===== src/rtl/mastermind_scoreboard_if.sv =====
// ---------------------------------------------------------------------------
// mastermind_scoreboard_if
//
// Purpose: bundles the signals between the Mastermind scoring datapath and
// control (the master) and the scoreboard (the slave).
//
// Handshake: result_valid is a one-cycle qualifier with no back-pressure.
// A result is taken on the rising edge where result_valid is high only when
// accept_guess is high in that cycle. Pulses while accept_guess is low are
// dropped. new_game is a one-cycle pulse that is always taken, and it takes
// priority over a result_valid in the same cycle.
//
// Master -> slave : result_valid, red, white, guess, new_game, hist_sel
// Slave -> master : accept_guess, game_state, guess_count, last_red,
//                   last_white, hist_guess, hist_red, hist_white,
//                   hist_valid, blink, err
// ---------------------------------------------------------------------------
interface mastermind_scoreboard_if;
  logic        result_valid;
  logic [2:0]  red;
  logic [2:0]  white;
  logic [11:0] guess;
  logic        new_game;
  logic [3:0]  hist_sel;

  logic        accept_guess;
  logic [1:0]  game_state;
  logic [3:0]  guess_count;
  logic [2:0]  last_red;
  logic [2:0]  last_white;
  logic [11:0] hist_guess;
  logic [2:0]  hist_red;
  logic [2:0]  hist_white;
  logic        hist_valid;
  logic        blink;
  logic        err;

  modport master (
    output result_valid, red, white, guess, new_game, hist_sel,
    input  accept_guess, game_state, guess_count, last_red, last_white,
           hist_guess, hist_red, hist_white, hist_valid, blink, err
  );

  modport slave (
    input  result_valid, red, white, guess, new_game, hist_sel,
    output accept_guess, game_state, guess_count, last_red, last_white,
           hist_guess, hist_red, hist_white, hist_valid, blink, err
  );
endinterface


===== src/rtl/mastermind_scoreboard.sv =====
// ---------------------------------------------------------------------------
// mastermind_scoreboard
//
// Purpose: takes each scored guess from the Mastermind datapath, counts
// guesses, decides win or loss, and keeps a history of every guess in the
// current game. It also drives a blink signal for the HEX display while the
// game is over.
//
// Ports:
//   clk     - system clock, rising edge
//   resetn  - asynchronous active-low reset
//   bus     - mastermind_scoreboard_if.slave (see the interface for the
//             signal list and the result_valid/accept_guess handshake)
//
// Parameters:
//   MAX_GUESSES - guesses allowed per game (2..15)
//   BLINK_DIV   - clk cycles per blink half-period in WON/LOST (>= 2)
//
// game_state is the raw FSM state register (0 PLAY, 1 WON, 2 LOST), so
// checkers can observe the FSM directly.
// ---------------------------------------------------------------------------
module mastermind_scoreboard #(
  parameter int unsigned MAX_GUESSES = 8,
  parameter int unsigned BLINK_DIV   = 25000000
) (
  input logic                    clk,
  input logic                    resetn,
  mastermind_scoreboard_if.slave bus
);

  typedef enum logic [1:0] {
    PLAY = 2'd0,
    WON  = 2'd1,
    LOST = 2'd2
  } state_t;

  localparam int unsigned        CW      = (BLINK_DIV > 2) ? $clog2(BLINK_DIV) : 1;
  localparam logic [CW-1:0]      CNT_MAX = CW'(BLINK_DIV - 1);
  localparam logic [CW-1:0]      CNT_ONE = CW'(1);
  localparam logic [4:0]         MAX5    = 5'(MAX_GUESSES);

  // History entry layout: {guess[11:0], red[2:0], white[2:0]}
  localparam int unsigned        EW      = 18;

  state_t        state;
  logic [3:0]    count;
  logic [2:0]    lred;
  logic [2:0]    lwhite;
  logic [EW-1:0] hist_mem [MAX_GUESSES];
  logic [CW-1:0] blink_cnt;
  logic          blink_q;
  logic          err_q;

  // Sum is formed 4 bits wide so that e.g. 5 + 4 cannot wrap into range.
  logic [3:0]    peg_sum;
  logic          take_result;
  logic          good_result;
  logic          bad_result;
  logic          last_slot;

  assign peg_sum     = {1'b0, bus.red} + {1'b0, bus.white};
  assign take_result = bus.result_valid && (state == PLAY) && !bus.new_game;
  assign good_result = take_result && (peg_sum <= 4'd4);
  assign bad_result  = take_result && (peg_sum > 4'd4);
  assign last_slot   = (({1'b0, count} + 5'd1) == MAX5);

  always_ff @(posedge clk or negedge resetn) begin
    if (!resetn) begin
      state     <= PLAY;
      count     <= '0;
      lred      <= '0;
      lwhite    <= '0;
      blink_cnt <= '0;
      blink_q   <= 1'b0;
      err_q     <= 1'b0;
      for (int i = 0; i < int'(MAX_GUESSES); i++) begin
        hist_mem[i] <= '0;
      end
    end else if (bus.new_game) begin
      // History is left in place; guess_count = 0 masks it on readback.
      state     <= PLAY;
      count     <= '0;
      lred      <= '0;
      lwhite    <= '0;
      blink_cnt <= '0;
      blink_q   <= 1'b0;
      err_q     <= 1'b0;
    end else begin
      case (state)
        PLAY: begin
          blink_cnt <= '0;
          blink_q   <= 1'b0;
          if (good_result) begin
            for (int i = 0; i < int'(MAX_GUESSES); i++) begin
              if (count == 4'(i)) begin
                hist_mem[i] <= {bus.guess, bus.red, bus.white};
              end
            end
            count  <= count + 4'd1;
            lred   <= bus.red;
            lwhite <= bus.white;
            // A win on the final allowed guess is still a win.
            if (bus.red == 3'd4) begin
              state <= WON;
            end else if (last_slot) begin
              state <= LOST;
            end
          end
          if (bad_result) begin
            err_q <= 1'b1;
          end
        end
        WON, LOST: begin
          // Counter starts from 0 on entry, so the first toggle lands
          // exactly BLINK_DIV edges after the state change.
          if (blink_cnt == CNT_MAX) begin
            blink_cnt <= '0;
            blink_q   <= ~blink_q;
          end else begin
            blink_cnt <= blink_cnt + CNT_ONE;
          end
        end
        default: begin
          state <= PLAY;
        end
      endcase
    end
  end

  // Combinational history readback; entries beyond guess_count read as 0.
  logic          rd_valid;
  logic [EW-1:0] rd_entry;

  always_comb begin
    rd_valid = (bus.hist_sel < count) && ({1'b0, bus.hist_sel} < MAX5);
    rd_entry = '0;
    for (int i = 0; i < int'(MAX_GUESSES); i++) begin
      if (rd_valid && (bus.hist_sel == 4'(i))) begin
        rd_entry = hist_mem[i];
      end
    end
  end

  assign bus.accept_guess = (state == PLAY);
  assign bus.game_state   = state;
  assign bus.guess_count  = count;
  assign bus.last_red     = lred;
  assign bus.last_white   = lwhite;
  assign bus.hist_guess   = rd_entry[17:6];
  assign bus.hist_red     = rd_entry[5:3];
  assign bus.hist_white   = rd_entry[2:0];
  assign bus.hist_valid   = rd_valid;
  assign bus.blink        = blink_q;
  assign bus.err          = err_q;

endmodule


===== src/flat_wrapper.sv =====
// flat-port wrapper written by rule: the top's interface ports become plain ports
module mastermind_scoreboard_flat 
#(
  parameter int unsigned MAX_GUESSES = 8,
  parameter int unsigned BLINK_DIV   = 25000000
)
  (clk, resetn, bus_result_valid, bus_red, bus_white, bus_guess, bus_new_game, bus_hist_sel, bus_accept_guess, bus_game_state, bus_guess_count, bus_last_red, bus_last_white, bus_hist_guess, bus_hist_red, bus_hist_white, bus_hist_valid, bus_blink, bus_err);
  mastermind_scoreboard_if bus_i ();
  input logic clk;
  input logic resetn;
  input wire logic [$bits(bus_i.result_valid)-1:0] bus_result_valid;
  input wire logic [$bits(bus_i.red)-1:0] bus_red;
  input wire logic [$bits(bus_i.white)-1:0] bus_white;
  input wire logic [$bits(bus_i.guess)-1:0] bus_guess;
  input wire logic [$bits(bus_i.new_game)-1:0] bus_new_game;
  input wire logic [$bits(bus_i.hist_sel)-1:0] bus_hist_sel;
  output wire logic [$bits(bus_i.accept_guess)-1:0] bus_accept_guess;
  output wire logic [$bits(bus_i.game_state)-1:0] bus_game_state;
  output wire logic [$bits(bus_i.guess_count)-1:0] bus_guess_count;
  output wire logic [$bits(bus_i.last_red)-1:0] bus_last_red;
  output wire logic [$bits(bus_i.last_white)-1:0] bus_last_white;
  output wire logic [$bits(bus_i.hist_guess)-1:0] bus_hist_guess;
  output wire logic [$bits(bus_i.hist_red)-1:0] bus_hist_red;
  output wire logic [$bits(bus_i.hist_white)-1:0] bus_hist_white;
  output wire logic [$bits(bus_i.hist_valid)-1:0] bus_hist_valid;
  output wire logic [$bits(bus_i.blink)-1:0] bus_blink;
  output wire logic [$bits(bus_i.err)-1:0] bus_err;
  assign bus_i.result_valid = bus_result_valid;
  assign bus_i.red = bus_red;
  assign bus_i.white = bus_white;
  assign bus_i.guess = bus_guess;
  assign bus_i.new_game = bus_new_game;
  assign bus_i.hist_sel = bus_hist_sel;
  assign bus_accept_guess = bus_i.accept_guess;
  assign bus_game_state = bus_i.game_state;
  assign bus_guess_count = bus_i.guess_count;
  assign bus_last_red = bus_i.last_red;
  assign bus_last_white = bus_i.last_white;
  assign bus_hist_guess = bus_i.hist_guess;
  assign bus_hist_red = bus_i.hist_red;
  assign bus_hist_white = bus_i.hist_white;
  assign bus_hist_valid = bus_i.hist_valid;
  assign bus_blink = bus_i.blink;
  assign bus_err = bus_i.err;
  mastermind_scoreboard #(.MAX_GUESSES(MAX_GUESSES), .BLINK_DIV(BLINK_DIV)) u_core (.clk(clk), .resetn(resetn), .bus(bus_i));
endmodule

===== config.mk =====
export PLATFORM = sky130hd
export DESIGN_NAME = mastermind_scoreboard_flat
export DESIGN_NICKNAME = d
export VERILOG_FILES = /design/src/rtl/mastermind_scoreboard_if.sv /design/src/rtl/mastermind_scoreboard.sv /design/src/flat_wrapper.sv
export SDC_FILE = /design/constraint.sdc
export NUM_CORES = 1
export LEC_CHECK = 0
export ABC_AREA = 1
export CAP_MARGIN = 0
export CORE_MARGIN = 2
export CORE_UTILIZATION = 41
export DETAILED_ROUTE_END_ITERATION = 12
export GPL_ROUTABILITY_DRIVEN = 0
export GPL_TIMING_DRIVEN = 0
export MAX_ROUTING_LAYER = met4
export PLACE_DENSITY = 0.55
export SLEW_MARGIN = 5
export SYNTH_ARGS = -nofsm -noshare
export SYNTH_HDL_FRONTEND = slang
export SYNTH_SLANG_ARGS = --single-unit

===== constraint.sdc =====
create_clock -name clk -period 4.91 [get_ports clk]
set_input_delay 0.491 -clock clk [delete_from_list [all_inputs] [get_ports clk]]
set_output_delay 0.491 -clock clk [all_outputs]
set_load 0.02 [all_outputs]

---- Yosys cells after proc, flatten, opt, wreduce, memory -nomap -nowiden ----
Index checks and enable logic that the tools add are counted.
operators by class
  add/subtract/negate cells ............... 4
  bitwise operators ....................... 2
  muxes and demuxes ....................... 31
  reduce and logical (&&, ||, !) cells .... 34
  equality and inequality tests ........... 23
  order comparisons ....................... 4
operators with widths
  operator                                                        count
  two-way mux 18 bit                                              8
  two-way mux 25 bit                                              2
  one-hot mux 25 bit (2 select lines)                             1
  equality test 4 x 3 -> 1 bit, second input constant             8
  AND reduction 4 bit                                             8
  adder 25 x 1 -> 25 bit, second input constant                   1
  equality test 25 bit, second input constant                     1
  two-way mux 3 bit                                               6
  equality test 4 x 2 -> 1 bit, second input constant             4
  logical AND 1 bit                                               13
  two-way mux 4 bit                                               3
  equality test 4 x 1 -> 1 bit, second input constant             2
  logical NOT 4 bit                                               2
  two-way mux 2 bit                                               4
  != test 3 x 2 -> 1 bit, second input constant                   2
  AND reduction 2 bit                                             3
  nonzero test 2 bit                                              3
  adder 4 x 1 -> 5 bit, second input constant                     1
  equality test 5 x 4 -> 1 bit, second input constant             1
  two-way mux 1 bit                                               5
  adder 3 x 3 -> 4 bit                                            1
  adder 4 x 1 -> 4 bit, second input constant                     1
  > comparator 4 x 3 -> 1 bit, second input constant              1
  less-or-equal comparator 4 x 3 -> 1 bit, second input constant  1
  15 further kinds                                                16
word-level totals
  logic and storage cells ................. 113
  input bits .............................. 26
  output and inout bits ................... 34
  bits in registers ....................... 183

---- Depth between registers and ports, before layout ----
Gate-level depths: netlist (run 1).
  depth in word-level cells ............... 11
  gate-level depth with buffers ........... 13
  depth with buffers taken out ............ 12

---- Least setup slack after synthesis (run 1) ----
No wires, ideal clock.
  path type ............................... register to output
  from .................................... reg u_core.count[1] (netlist: u_core.bus.guess_count[1])
  to ...................................... out bus_hist_guess[0]
  buffers on the path ..................... 1
  required time ........................... 4.419 ns
  arrival time ............................ 2.028 ns
  slack ................................... 2.391 ns
  cell stages (with the launch flop) ...... 11
  cell sequence ........................... dfrtp_1 -> inv_1 -> ha_1 -> nand2_1 -> nand2_1 -> a21oi_2 -> clkbuf_1 -> nand3_1 -> nand4_1 -> nand2_1 -> nand2_1
on the way
  longest elaborated chain between the ends .. 11
  elaborated cells between the ends (all ways) .. 18
  classes of those cells .................. 1 x order compare; 8 x mux; 9 x reduce/logical
ends and longest elaborated chain
  what                              line                          source
  start, declared                   mastermind_scoreboard.sv:46   logic [3:0] count;
  start signal, assigned            mastermind_scoreboard.sv:99   count <= count + 4'd1;
  < comparator 4 bit *              mastermind_scoreboard.sv:135  rd_valid = (bus.hist_sel < count) && ({1'b0, bus.hist_sel} < MAX5);
  logical AND 1 bit *               mastermind_scoreboard.sv:135
  net bus_hist_valid                flat_wrapper.sv:25            output wire logic [$bits(bus_i.hist_valid)-1:0] bus_hist_valid;
  logical AND 1 bit                 mastermind_scoreboard.sv:138  if (rd_valid && (bus.hist_sel == 4'(i))) begin
  two-way mux 18 bit (7 in series)  mastermind_scoreboard.sv:138
  two-way mux 18 bit *              mastermind_scoreboard.sv:138
  end, declared                     flat_wrapper.sv:22            output wire logic [$bits(bus_i.hist_guess)-1:0] bus_hist_guess;
The timed path passes the listed nets; every way through them passes the cells marked *.

---- Final worst setup path (run 1) ----
  from .................................... in bus_hist_sel[2]
  to ...................................... out bus_hist_guess[0]
on the way
  longest elaborated chain between the ends .. 11
  elaborated cells between the ends (all ways) .. 27
  classes of those cells .................. 2 x order compare; 7 x eq/ne; 8 x mux; 10 x reduce/logical
ends and longest elaborated chain
  what                              line                          source
  start, declared                   flat_wrapper.sv:16            input wire logic [$bits(bus_i.hist_sel)-1:0] bus_hist_sel;
  < comparator 4 bit                mastermind_scoreboard.sv:135
  logical AND 1 bit                 mastermind_scoreboard.sv:135
  logical AND 1 bit                 mastermind_scoreboard.sv:138
  two-way mux 18 bit (7 in series)  mastermind_scoreboard.sv:138
  two-way mux 18 bit *              mastermind_scoreboard.sv:138
Every way passes the cells marked *; elsewhere a longest branch is shown, timed or not.

==> flow_summary.json, run 1 <==
{
  "cp-end-kind": "output port",
  "drv_cap": 0,
  "totalNegativeSetupSlack_ns": 0,
  "synthCells": 1124,
  "rows": 54,
  "p_sw_share_pct": 27.53,
  "crit_arrival_ns": 3.54,
  "syn_area_per_cell_um2": 8.139,
  "antenna_left": 0,
  "period_minus_slack_ns": 4.030,
  "initial_core_util_pct": 41.79,
  "cp.required_ns": 4.42,
  "wirelength_um": 25380,
  "timing.final.crit_share_pct": 82.08,
  "yosysMostFrequentCell": "nand2_1",
  "path_clk_slew_ns": 0.07,
  "cts_root_buf": "clkbuf_16",
  "cts_buffers": 17,
  "dp_hpwl_um": 18520,
  "path_cells": "clkdlybuf4s50_1, ha_1, nand2_1, inv_1, a21oi_2, nand4_1, clkinv_1, buf_2, nand2_1, nand2_1, clkdlybuf4s50_1",
  "achievable-frequency_ghz": 0.2481,
  "cts_tree": "done",
  "cts.sinks": 183,
  "grt_max_degree": 105,
  "grt_pass1_vias": 7496,
  "hold_viol_final": 0,
  "cp_top_family": "buffers and inverters",
  "fin_area_um2": 10750,
  "max_stage_delay_ns": 0.61,
  "port_buffers": 59,
  "post_cts_buffers": 0,
  "crit_slowest_cell": "clkdlybuf4s50_1",
  "die_w_um": 153.4,
  "async_flop_share_pct": 100.0,
  "yosys_warnings": 0,
  "crit_top_cell": "nand2_1",
  "clock_skew_ns": 0.01091,
  "firstDrtPassIters": 6,
  "antenna_found_initial": 0,
  "rsz0062_at_grt": "false",
  "critPathMaxFanout": 10,
  "whs_ns": 0.1251,
  "syn_nets": 1163,
  "ff_latch_area_um2": 4579,
  "nNetsFinal": 1242,
  "ys_top_cells_by_count": "nand2_1 (315), dfrtp_1 (183), o21ai_1 (109)",
  "maxSlewViolCount": 0,
  "num_vias": 7688,
  "p_sw_mw": 1.043,
  "grt_pass1_wl_um": 41650,
  "ys_seq_area_share_pct": 50.05,
  "leakage_nw": 4.895,
  "ys_ff_latch": 183,
  "ctsResizeCount": 0,
  "power_frac_seq_pct": 46.1,
  "dieArea_um2": 23530,
  "postSynth.topFlopCell": "dfrtp_1",
  "htreeDepth": 4,
  "drtIter0Drc": 529,
  "diodes": 0,
  "outcome": "finished clean",
  "coreArea_um2": 21890,
  "worst_pin_slew_ns": 0.8245,
  "powerDensity_nw_per_um2": 352.1,
  "synth_edf_count": 0,
  "total_power_mw": 3.787,
  "clk_latency_ns": 0.43,
  "max_slew_margin_pct": 45.03,
  "combPwrFrac_pct": 14.7,
  "grt_usage_pct": 23.04,
  "clock_power_share_pct": 39.2,
  "syn-cell-area_um2": 9149,
  "post_drt_wl_per_cell_um": 16.97,
  "internal_power_mw": 2.744,
  "critPathLaunchType": "primary input",
  "grt-ovfl-total": 0,
  "dpl_cell_area_um2": 10120,
  "drt-vias-per-instance": 5.139,
  "yosysTopAreaCellShare_pct": 50.05,
  "drc": 0,
  "fill_cells": 2245,
  "ios": 60,
  "die_y_um": 153.4,
  "criticalPathCategory": "in -> out",
  "ctsHoldBuffers": 0,
  "final_cells": 1496,
  "ys_types": 44,
  "crit_buf_inv": 5,
  "vdd_drop_max_mv": 0.2546,
  "dp_cells": 1464,
  "setup_viol": 0,
  "worst_slack_ns": 0.8801,
  "hold_path_class": "in -> async",
  "multi_input_area_um2": 3821,
  "drive_gt1_share_pct": 8.553,
  "cts_buffer_depth": 2,
  "area_delta_synth_final_pct": 17.55,
  "fin_util_pct": 49.13,
  "pre_cts_ws_ns": 0.8453,
  "ys_top_cells_by_area": "dfrtp_1 (50%), nand2_1 (13%), o21ai_1 (6.0%)",
  "synth_top_cell_by_area": "dfrtp_1"
}
==> area by class of cell <==
type	count	share of cell area [%]
Tap cell	280	3.258
Sequential cell	183	42.58
Inverter	107	3.781
Multi-Input combinational cell	781	35.53
Buffer	53	3.176
Clock inverter	10	1.559
Clock buffer	22	4.316
Timing Repair Buffer	60	5.794
==> worst register-to-register path, cell delays in order, from the launching register on <==
cell	delay [ns]
dfrtp_1	0.38
inv_1	0.08
ha_1	0.17
inv_1	0.06
nor2_2	0.13
inv_2	0.07
nor2_4	0.11
nand3_4	0.17
clkinv_4	0.18
nand3_4	0.18
buf_2	0.28
nand2_1	0.09
o21ai_1	0.07
==> power by group through the flow <==
| stage | sequential (mW) | clock [mW] | combinational, mW |
|---|---|---|---|
| after floorplan | 1.77 | 0 | 0.328 |
| after global placement | 1.77 | 0 | 0.550 |
| after detailed placement | 1.77 | 0 | 0.563 |
| after CTS | 1.74 | 1.51 | 0.564 |
| after global routing | 1.76 | 1.58 | 0.627 |
| final | 1.75 | 1.48 | 0.556 |
==> logic make-up (layout without fill, tap and decap cells) <==
group / after synthesis / after routing / synth area share [%]
DFF: 183 / 183 / 50.05
xor gates and xnor gates: 7 / 7 / 0.6701
and+or+nand+nor: 577 / 577 / 28.87
AOI/OAI and AO/OA: 184 / 184 / 10.37
adders and majority gates: 13 / 13 / 1.860
buffers and inverters: 160 / 252 / 8.178
==> cells in the final DEF, fill, tap and decap left out, drive strengths merged, types with 2 or more instances in the layout <==
cell type	netlist	final
nor4	2	2
nand4	79	79
clkinv	2	6
bufinv	0	4
nor3	17	17
or2	13	13
clkdlybuf4s50	0	58
xnor2	2	2
ha	12	12
nand3	49	49
nor3b	2	2
o21ai	166	166
nor2	96	96
dfrtp	183	183
o21a	2	2
buf	44	46
nand2	317	317
o22ai	2	2
xor2	5	5
a21oi	9	9
inv	105	106
clkbuf	9	31
==> routing by layer <==
| layer | part of all wire (%) | track usage [%] | wire (um) |
|---|---|---|---|
| met1 | 48 | 31.22 | 12270 |
| met2 | 48 | 36.76 | 12110 |
| met3 | 3.1 | 3.572 | 784 |
| met4 | 0.85 | 5.330 | 217 |
| met5 | 0 | - | 0 |
==> path summary, 6_finish.rpt <==
kind,from,endpoint,slack (ns),cells past startpoint
max,bus_hist_sel[2],bus_hist_guess[0],0.88,11
min,resetn,u_core.hist_mem[91]$_DFFE_PN0P_,0.13,1
max reg2reg,u_core.bus.game_state[0]$_DFFE_PN0P_,u_core.hist_mem[133]$_DFFE_PN0P_,2.82,12
min reg2reg,u_core.hist_mem[24]$_DFFE_PN0P_,u_core.hist_mem[24]$_DFFE_PN0P_,0.48,2
max in group asynchronous,resetn,u_core.hist_mem[10]$_DFFE_PN0P_,3.90,2
min in group clk,u_core.hist_mem[24]$_DFFE_PN0P_,u_core.hist_mem[24]$_DFFE_PN0P_,0.48,2
==> flip-flops by register name, indices dropped and copies added (netlist names) <==
name / cells
u_core.hist_mem: 144
u_core.bus.blink: 1
u_core.bus.game_state: 2
u_core.bus.err: 1
u_core.bus.last_white: 3
u_core.bus.guess_count: 4
u_core.bus.last_red: 3
u_core.blink_cnt: 25
No activity file was read; power rests on OpenSTA's default activity.
==> inputs of run 2 (changes only) <==
==> constraint.sdc (replaced) <==
create_clock -name clk -period 3.9 [get_ports clk]
set_input_delay 0.39 -clock clk [delete_from_list [all_inputs] [get_ports clk]]
set_output_delay 0.39 -clock clk [all_outputs]
set_load 0.02 [all_outputs]
==> flow_summary.json, run 2 (synthesis gave the netlist of run 1 again) <==
{
  "outcome": "finished clean",
  "fin_util_pct": 49.19,
  "hold_viol_final": 0,
  "initial_core_util_pct": 41.79,
  "totalNegativeSetupSlack_ns": 0,
  "clock_skew_ns": 0.009151,
  "ios": 60,
  "wirelength_um": 25340,
  "port_buffers": 59,
  "grt-ovfl-total": 0,
  "worst_slack_ns": 0.2435,
  "criticalPathCategory": "reg -> out",
  "diodes": 0,
  "final_cells": 1497,
  "nNetsFinal": 1243,
  "die_w_um": 153.4,
  "drt-vias-per-instance": 5.146,
  "reg2reg_depth": 12,
  "die_y_um": 153.4,
  "rows": 54,
  "dp_cells": 1464,
  "hold_path_class": "in -> async",
  "p_sw_mw": 1.312,
  "area_delta_synth_final_pct": 17.70,
  "leakage_nw": 4.914,
  "layout_commonest_cell": "nand2_1",
  "num_vias": 7703,
  "top_register": "u_core.hist_mem",
  "worst_pin_slew_ns": 0.8269,
  "timing.rr.start": "u_core.bus.game_state[0]$_DFFE_PN0P_",
  "drc": 0,
  "post_drt_wl_per_cell_um": 16.93,
  "pre_cts_ws_ns": 0.03733,
  "cts_root_buf": "clkbuf_16",
  "max_slew_margin_pct": 44.87,
  "achievable-frequency_ghz": 0.2735,
  "clk_latency_ns": 0.43,
  "critPathLaunchType": "flip-flop",
  "timing.final.crit_share_pct": 93.76,
  "cts.sinks": 183,
  "period_minus_slack_ns": 3.656,
  "vdd_drop_max_mv": 0.3206,
  "drv_cap": 0,
  "antenna_left": 0,
  "maxSlewViolCount": 0,
  "dp_hpwl_um": 18520,
  "path_clk_slew_ns": 0.07,
  "internal_power_mw": 3.456,
  "r2r-end": "u_core.hist_mem[133]$_DFFE_PN0P_",
  "cp-end-kind": "output port",
  "critPathMaxFanout": 10,
  "htreeDepth": 4,
  "cts_buffer_depth": 2,
  "setup_viol": 0,
  "clock_power_share_pct": 39.2,
  "grt_pass1_vias": 7490,
  "grt_pass1_wl_um": 41650,
  "rrSetupSlack_ns": 1.82,
  "powerDensity_nw_per_um2": 442.8,
  "combPwrFrac_pct": 14.7,
  "antenna_found_initial": 0,
  "p_sw_share_pct": 27.52,
  "cp.required_ns": 3.51,
  "grt_usage_pct": 23.04,
  "grt_max_degree": 105,
  "drive_gt1_share_pct": 9.039,
  "rsz0062_at_grt": "false",
  "largest_register_ffs": 144,
  "cts_buffers": 17,
  "firstDrtPassIters": 4,
  "drtIter0Drc": 515,
  "crit_arrival_ns": 3.27,
  "coreArea_um2": 21890,
  "fill_cells": 2240,
  "cts_tree": "done",
  "power_frac_seq_pct": 46.2,
  "layout_common_cells": "nand2_1 (315), dfrtp_1 (183), o21ai_1 (109), inv_1 (103), nor2_1 (89)",
  "dieArea_um2": 23530
}
## run 2: worst max path at each step
stage / startpoint / endpoint / cells past startpoint / slack, ns
after CTS: u_core.bus.guess_count[3]$_DFFE_PN0P_ / bus_hist_guess[4] / 14 / 0.14
final: u_core.bus.guess_count[1]$_DFFE_PN0P_ / bus_hist_guess[0] / 11 / 0.24
after global routing: u_core.bus.guess_count[1]$_DFFE_PN0P_ / bus_hist_guess[0] / 11 / 0.02
after detailed placement: bus_hist_sel[1] / bus_hist_guess[0] / 11 / 0.04
after global placement: resetn / u_core.blink_cnt[18]$_DFFE_PN0P_ / 1 / -5.64
after floorplan: u_core.bus.guess_count[1]$_DFFE_PN0P_ / bus_hist_guess[0] / 10 / 1.48
## run 2: cell type report
class	count	area, um^2	share of cell area (%)
flip-flops and latches	183	4579	42.53
inverters	107	406.6	3.776
clock buffers	22	464.2	4.311
plain buffers	53	347.8	3.230
multi-input cells	781	3821	35.49
well taps	280	350.3	3.254
repair buffers	61	630.6	5.856
clock inverters	10	167.7	1.557
## run 2: metal layers
layer,track usage (%),up-vias,part of all wire (%)
met5,-,-,0
met4,5.330,0,1.0
met3,3.572,22,3.3
met2,36.76,122,48
met1,31.22,3701,48
li1,-,3858,-
## run 2: metrics by stage
stage / total power, mW / area [um^2] / hold slack, ns
floorplan: 2.643 / 9149 / 0.09441
global placement: 2.922 / 10090 / 0.4599
detailed placement: 2.936 / 10120 / 0.4678
CTS: 4.812 / 10760 / 0.05190
global route: 5.004 / 10770 / 0.07868
finish: 4.768 / 10770 / 0.02410
## run 2: worst max-delay path, stage by stage (launching register included)
cell	delay [ns]
dfrtp_1	0.45
inv_1	0.13
ha_1	0.31
nand2_1	0.06
nand2_1	0.07
a21oi_2	0.26
nand4_1	0.23
clkinv_1	0.23
buf_2	0.29
nand2_1	0.08
nand2_1	0.11
clkdlybuf4s50_1	0.61
## run 2: power by group through the flow
stage,clock (mW),sequential [mW],combinational (mW)
floorplan,0,2.23,0.413
global placement,0,2.23,0.693
detailed placement,0,2.23,0.709
CTS,1.91,2.20,0.710
global route,1.99,2.22,0.791
finish,1.87,2.20,0.700
## run 2: timing repair
item                       in CTS  in global routing
pin swaps                       1                  0
buffers inserted                1                  0
setup endpoints to repair       8                  9
hold endpoints to repair        0                  0
hold buffers                    0                  0
resized for setup               0                  6
